==> config.mk <==
export PLATFORM = sky130hd
export DESIGN_NAME = div_unit
export DESIGN_NICKNAME = d
export VERILOG_FILES = /design/src/rtl/div_unit.sv
export SDC_FILE = /design/constraint.sdc
export NUM_CORES = 1
export LEC_CHECK = 0
export CAP_MARGIN = 20
export CELL_PAD_IN_SITES_DETAIL_PLACEMENT = 0
export CELL_PAD_IN_SITES_GLOBAL_PLACEMENT = 1
export CORE_MARGIN = 2
export CORE_UTILIZATION = 37
export CTS_BUF_LIST = sky130_fd_sc_hd__clkbuf_2
export DETAILED_ROUTE_END_ITERATION = 16
export PLACE_DENSITY_LB_ADDON = 0.05
export SYNTH_ARGS = -nofsm -noshare
export SYNTH_HDL_FRONTEND = slang
export SYNTH_SLANG_ARGS = --single-unit
==> constraint.sdc <==
create_clock -name clk -period 8.05 [get_ports clk]
set_input_delay 1.61 -clock clk [delete_from_list [all_inputs] [get_ports clk]]
set_output_delay 1.61 -clock clk [all_outputs]
set_load 0.005 [all_outputs]
==> src/rtl/div_unit.sv <==
// div_unit: iterative radix-2 restoring divider for MIPS DIV/DIVU.
// Operands are reduced to magnitudes at capture. One quotient bit is
// produced per CALC cycle, and the signs are reapplied in DONE.
// Results and done are registered, so both become visible in the cycle
// after DONE.
module div_unit #(
    parameter int WIDTH = 32
) (
    input  logic             clk,
    input  logic             resetn,
    input  logic             start,
    input  logic             signed_div,
    input  logic [WIDTH-1:0] a,
    input  logic [WIDTH-1:0] b,
    input  logic             cancel,
    output logic             stall,
    output logic             busy,
    output logic             done,
    output logic [WIDTH-1:0] quotient,
    output logic [WIDTH-1:0] remainder
);

    localparam int CW = $clog2(WIDTH + 1);

    typedef enum logic [1:0] {IDLE, CALC, DONE} state_t;

    state_t           state;
    logic [CW-1:0]    cnt;
    logic             sign_a;     // dividend sign, already masked by signed_div
    logic             sign_b;     // divisor sign, already masked by signed_div
    logic             div0;
    logic [WIDTH-1:0] bmag;
    logic [WIDTH-1:0] dq;         // dividend shift reg, becomes quotient
    logic [WIDTH-1:0] prem;       // partial remainder

    logic [WIDTH-1:0] a_mag, b_mag;
    logic [WIDTH:0]   shifted, diff;
    logic             q_bit;

    // Operand magnitudes and the trial subtraction for one restoring step
    always_comb begin
        a_mag   = (signed_div && a[WIDTH-1]) ? (-a) : a;
        b_mag   = (signed_div && b[WIDTH-1]) ? (-b) : b;
        shifted = {prem, dq[WIDTH-1]};
        diff    = shifted - {1'b0, bmag};
        q_bit   = ~diff[WIDTH];
    end

    assign stall = ((state == IDLE) && start && !cancel) || (state == CALC);
    assign busy  = (state != IDLE);

    // Control FSM and datapath. Cancel overrides every transition and
    // suppresses the DONE writeback.
    always_ff @(posedge clk or negedge resetn) begin
        if (!resetn) begin
            state     <= IDLE;
            cnt       <= '0;
            sign_a    <= 1'b0;
            sign_b    <= 1'b0;
            div0      <= 1'b0;
            bmag      <= '0;
            dq        <= '0;
            prem      <= '0;
            done      <= 1'b0;
            quotient  <= '0;
            remainder <= '0;
        end else begin
            done <= 1'b0;
            if (cancel) begin
                state <= IDLE;
            end else begin
                case (state)
                    IDLE: begin
                        if (start) begin
                            sign_a <= signed_div & a[WIDTH-1];
                            sign_b <= signed_div & b[WIDTH-1];
                            bmag   <= b_mag;
                            // Divide by zero keeps the raw dividend for the remainder
                            dq     <= (b == '0) ? a : a_mag;
                            div0   <= (b == '0);
                            prem   <= '0;
                            cnt    <= '0;
                            state  <= (b == '0) ? DONE : CALC;
                        end
                    end
                    CALC: begin
                        prem <= q_bit ? diff[WIDTH-1:0] : shifted[WIDTH-1:0];
                        dq   <= {dq[WIDTH-2:0], q_bit};
                        cnt  <= cnt + 1'b1;
                        if (cnt == CW'(WIDTH - 1))
                            state <= DONE;
                    end
                    DONE: begin
                        done <= 1'b1;
                        if (div0) begin
                            quotient  <= '1;
                            remainder <= dq;
                        end else begin
                            quotient  <= (sign_a ^ sign_b) ? (-dq) : dq;
                            remainder <= sign_a ? (-prem) : prem;
                        end
                        state <= IDLE;
                    end
                    default: state <= IDLE;
                endcase
            end
        end
    end

endmodule
Word-level counts from Yosys, hierarchy flattened --
Cells that the tools add are included.
Storage, ports and cells: bits in registers 172, output and inout bits 67
Operators by class: add/subtract/negate cells 6, equal/unequal tests 6, mux-type cells 21, bitwise logic cells 5, reduce and logical (&&, ||, !) cells 14
Operators by type and width (number):
- two-way mux 32 bit | 10
- negation 32 bit | 4
- one-hot mux 32 bit (2 select lines) | 2
- subtractor 33 x 32 -> 33 bit | 1
- zero test 32 bit | 1
- one-hot mux 6 bit (2 select lines) | 1
- two-way mux 2 bit | 4
- adder 6 x 1 -> 6 bit, second input constant | 1
- equality test 6 x 5 -> 1 bit, second input constant | 1
- two-way mux 6 bit | 1
- AND reduction 3 bit | 2
- logical AND 1 bit | 4
- one-hot mux 2 bit (2 select lines) | 1
- AND reduction 2 bit | 2
- nonzero test 2 bit | 2
- inequality test 3 x 2 -> 1 bit, second input constant | 1
- inequality test 3 bit, second input constant | 1
- AND 1 bit | 2
- equality test 2 x 1 -> 1 bit, second input constant | 1
- equality test 2 bit, second input constant | 1
- zero test 2 bit | 1
- two-way mux 1 bit | 2
- inequality test 2 bit, second input constant | 1
- inverter 1 bit | 2
- 3 further kinds | 3

Logic depth before layout (Yosys ltp) --
depth in word-level cells 5, gate-level depth with buffers 14, gate-level depth less buffers 12

Worst setup path before layout --
Ideal clock, no wire load.
path kind input to output, start point in cancel, end point out stall, arrival time 2449 ps, required time 6440 ps, path slack 3991 ps, stages on the path 5, buffers on the path 2, cell sequence nor2_1 -> nand3b_1 -> clkbuf_1 -> clkbuf_1 -> nand2_1
Between the ends: cells in the longest elaborated chain, start to end 3
Ends and longest elaborated chain:
- from (decl) | RTL line 15 | input logic cancel,
- zero test 1 bit | RTL line 49 | assign stall = ((state == IDLE) && start && !cancel) || (state == CALC);
- logical AND 1 bit | RTL line 49
- logical OR 1 bit | RTL line 49
- to (decl) | RTL line 16 | output logic stall,
No other way between the ends.

Final worst setup path --
Same ends and word-level chain as after synthesis.

==> impl_results.md <==
- 1st-iter DRT viols: approximately 600
- CTS Hold Buffers Added: 0
- Setup TNS: 0 ps
- Switching share of power: 0.4426
- EDFF count, synth: 0
- Register area share after synthesis: 0.3786
- Root buffer cell: clkbuf_2
- PD cells: 355.1 nW/µm²
- Clk buf depth: 2
- Nets: 1575
- WP depth: 6
- Max frequency: 197.5 MHz
- Syn avg cell area: roughly 8.3 µm²
- Clk sinks: 172
- I/O pin count: 136
- Placed cell count: about 1.8k
- CTS tree: yes
- Asr flop ratio synth: 1.000
- Max VDD drop: 0.0001587 V
- Vias: ~9.9k
- Via density per instance: ~5.3
- Ys Warns: 0
- Most used cell, CP: clkdlybuf4s50_1
- Hpwl dp: ~25000 µm
- Largest net degree at the start of global routing: 67
- RSZ-0062 raised after global routing: false
- Top_reg_cell synth: dfrtp_1
- Buf+Inv Stages, Crit Path: 3
- Initial antenna violation count: 1
- Final Non-Filler Cells: roughly 1.9k
- Hold WC Path Type: flop to flop
- Vias in the first global route: 9522
- Count of unique library cells instantiated by Yosys: 69
- Cell Rows: 64
- PortBufs: 135
- Setup crit start kind: primary input
- Critical-path top delay cell: clkdlybuf4s50_1
- Worst-margin pin slew: 1036 ps
- Synth top area share: 0.3786
- Final setup skew: 37.41 ps
- Post-Synthesis Cells: 1376
- First-pass GRT wire length: 52730 µm
- FF-to-FF path depth: 12
- Outcome: finished clean
- Antenna-violating nets left: 0
- Inserted Clock Buffers: 17
- Crit-path cells: clkdlybuf4s50_1 -> nor2_1 -> nand3b_1 -> buf_4 -> nand2_1 -> clkdlybuf4s50_1
- DR pass1 iterations: 7
- WHS Path Cells: 2
- Crit path max-delay family: buffers and inverters
- Min Tclk post-route: 5064 ps
- P&R area growth vs syn: 17.98%
- R2r setup slk: between 3000 and 4000 ps
- Fin util: 0.4407
- Internal: 2654 µW
- Max-cap viol count: 0
- Seq pwr share: 0.324
- WP data required: 6440 ps
- Final wirelength: 33310 µm
- Syn_nets: 1483
- Layout cells sized above 1: 0.04727
- Cell area after layout: between 10000 and 15000 µm²
- Worst hold slack: 508.9 ps
- Endpoint, Worst Hold: remainder[0]
- Final Slew Violations: 0
- Worst-path fanout max: 35
- Die Area: 32140 µm²
- Reg clk slew, reported paths: roughly 220 ps
- Post-DP Area: 13040 µm²
- Logic pwr share: 0.541
- Initial cell density of the core: 0.3736
- Top cells by area, synth: dfrtp_1 (38%), o21ai_0 (7.7%), xor2_1 (7.4%), nand2_1 (5.6%), a21oi_1 (5.6%)
- # setup viols final: 0
- Clk pwr share: 0.135
- DR DRC count: 0
- RR Startpoint: dq[31]
- Hold Fails Final Rpt: 0
- Leakage power: roughly 0.0058 µW
- Clock latency on the worst-skew pair: 790 ps
- H-tree Lvls: 4
- Critical Path Max Stage Delay: approximately 630 ps
- Die Span Y: 179.3 µm
- Dominant cell type by area after synthesis: dfrtp_1
- Die width: 179.3 µm
- DR WL/cell: 17.74 µm
- Placer congestion estimate: 0.8398
- Core Area: 30430 µm²
- CP Class: primary input to output port
- Netlist Area Pre-Place: 11370 µm²
- Slew Limit Headroom: 0.3088
- GRT overflow: 0
- Period utilization: 0.6291
- Critical R2R Capture: prem[23]
- P_sw: 2108 µW
- Nature of the critical path endpoint: output port
- Post-CTS Setup Inserts: 0
- Total GRT Usage: 0.2109
- WP data arrival: 3450 ps
- Post-CTS sizing: 0
- Hold_sp: remainder[0]
- Number of synthesized register bits: between 150 and 200
## worst register-to-register path: cells and delay by family (launching register included)
kind                       cells  cell delay [ps]
AOI/OAI and AO/OA              6             1940
adders and majority gates      2              700
buffers and inverters          2              550
DFF                            1              500
and+or+nand+nor                2              490
## cells in the mapped netlist (all sizes together) (2+ instances only)
cell type  number
o21ai         176
dfrtp         172
nand2         171
nor2          129
a21oi         128
xor2           96
clkbuf         67
inv            55
xnor2          52
ha             37
a22oi          31
o31ai          30
nor3           19
or3            17
or4            16
nand3          13
o41ai          12
a21o           10
and3           10
nor4           10
nand4           9
a32oi           8
and2            8
buf             8
mux2i           8
nand2b          8
a31oi           7
nor2b           7
a211oi          6
a221o           4
a41oi           4
nand3b          4
o21bai          4
or2             4
a211o           3
a21boi          3
o311ai          3
a2111oi         2
a22o            2
a311oi          2
nand4b          2
o21a            2
o31a            2
## metal layers
layer  global-route usage  wire (µm)  vias to the layer above
li1                     -          -                     5053
met3              0.02947       1463                       21
met5                    0          0                        -
met2               0.3359      14920                      215
met4              0.04368        423                        0
met1               0.3043      16500                     4635
## worst max-delay path by stage
stage | from | to | slack (ps)
floorplan | cancel | stall | 3990
global placement | cancel | stall | 2980
detailed placement | cancel | stall | 2970
CTS | cancel | stall | 2960
global route | cancel | stall | 2850
finish | cancel | stall | 2990
## area by class of cell
type	count	area [µm²]
clock inverter	13	269.0
fill	3121	17020
sequential	172	4305
multi-input combinational	1072	6564
timing repair buffer	150	1473
clock buffer	19	95.09
antenna	1	2.502
inverter	55	206.4
tap	396	495.5
## placed cells by master (no fill, tap or decap), types with 11 or more instances in the layout
cell,n
nor2_1,125
nand3_1,13
a22oi_1,31
ha_1,37
xnor2_1,52
a21oi_1,128
nand2_1,170
clkdlybuf4s50_1,134
buf_4,14
xor2_1,95
o21ai_0,176
dfrtp_1,171
inv_1,55
nor3_1,19
o31ai_1,28
o41ai_1,11
or4_1,12
or3_1,15
clkbuf_2,19
## state kept, by name, indices dropped and copies added, names as in the netlist
| register | flops |
|---|---|
| remainder | 32 |
| cnt | 6 |
| dq | 32 |
| div0 | 1 |
| sign_b | 1 |
| prem | 32 |
| bmag | 32 |
| sign_a | 1 |
| state | 2 |
| quotient | 32 |
| done | 1 |
## through the flow
stage	total power (µW)	worst slack, ps
2_1_floorplan	3236	3991
3_3_place_gp	4142	2977
3_5_place_dp	4151	2968
4_1_cts	4808	2962
5_1_grt	5215	2846
6_report	4762	2986
## power groups by stage
stage | registers (µW) | clock network (µW) | logic, µW
finish | 1540 | 643 | 2580
global route | 1590 | 700 | 2920
CTS | 1540 | 666 | 2600
detailed placement | 1560 | 0 | 2590
global placement | 1560 | 0 | 2590
floorplan | 1420 | 0 | 1820
## cells by family (layout without fill, tap and decap cells)
kind of cell | Yosys count | in the layout | share of synthesized area
AOI/OAI and AO/OA | 448 | 448 | 0.2369
xor gates and xnor gates | 148 | 148 | 0.1140
adders and majority gates | 38 | 38 | 0.04249
buffers and inverters | 132 | 237 | 0.04843
DFF | 172 | 172 | 0.3786
muxes | 8 | 8 | 0.007045
other | 0 | 1 | 0
and+or+nand+nor | 430 | 430 | 0.1725
Power figures use the tool's default switching activity.
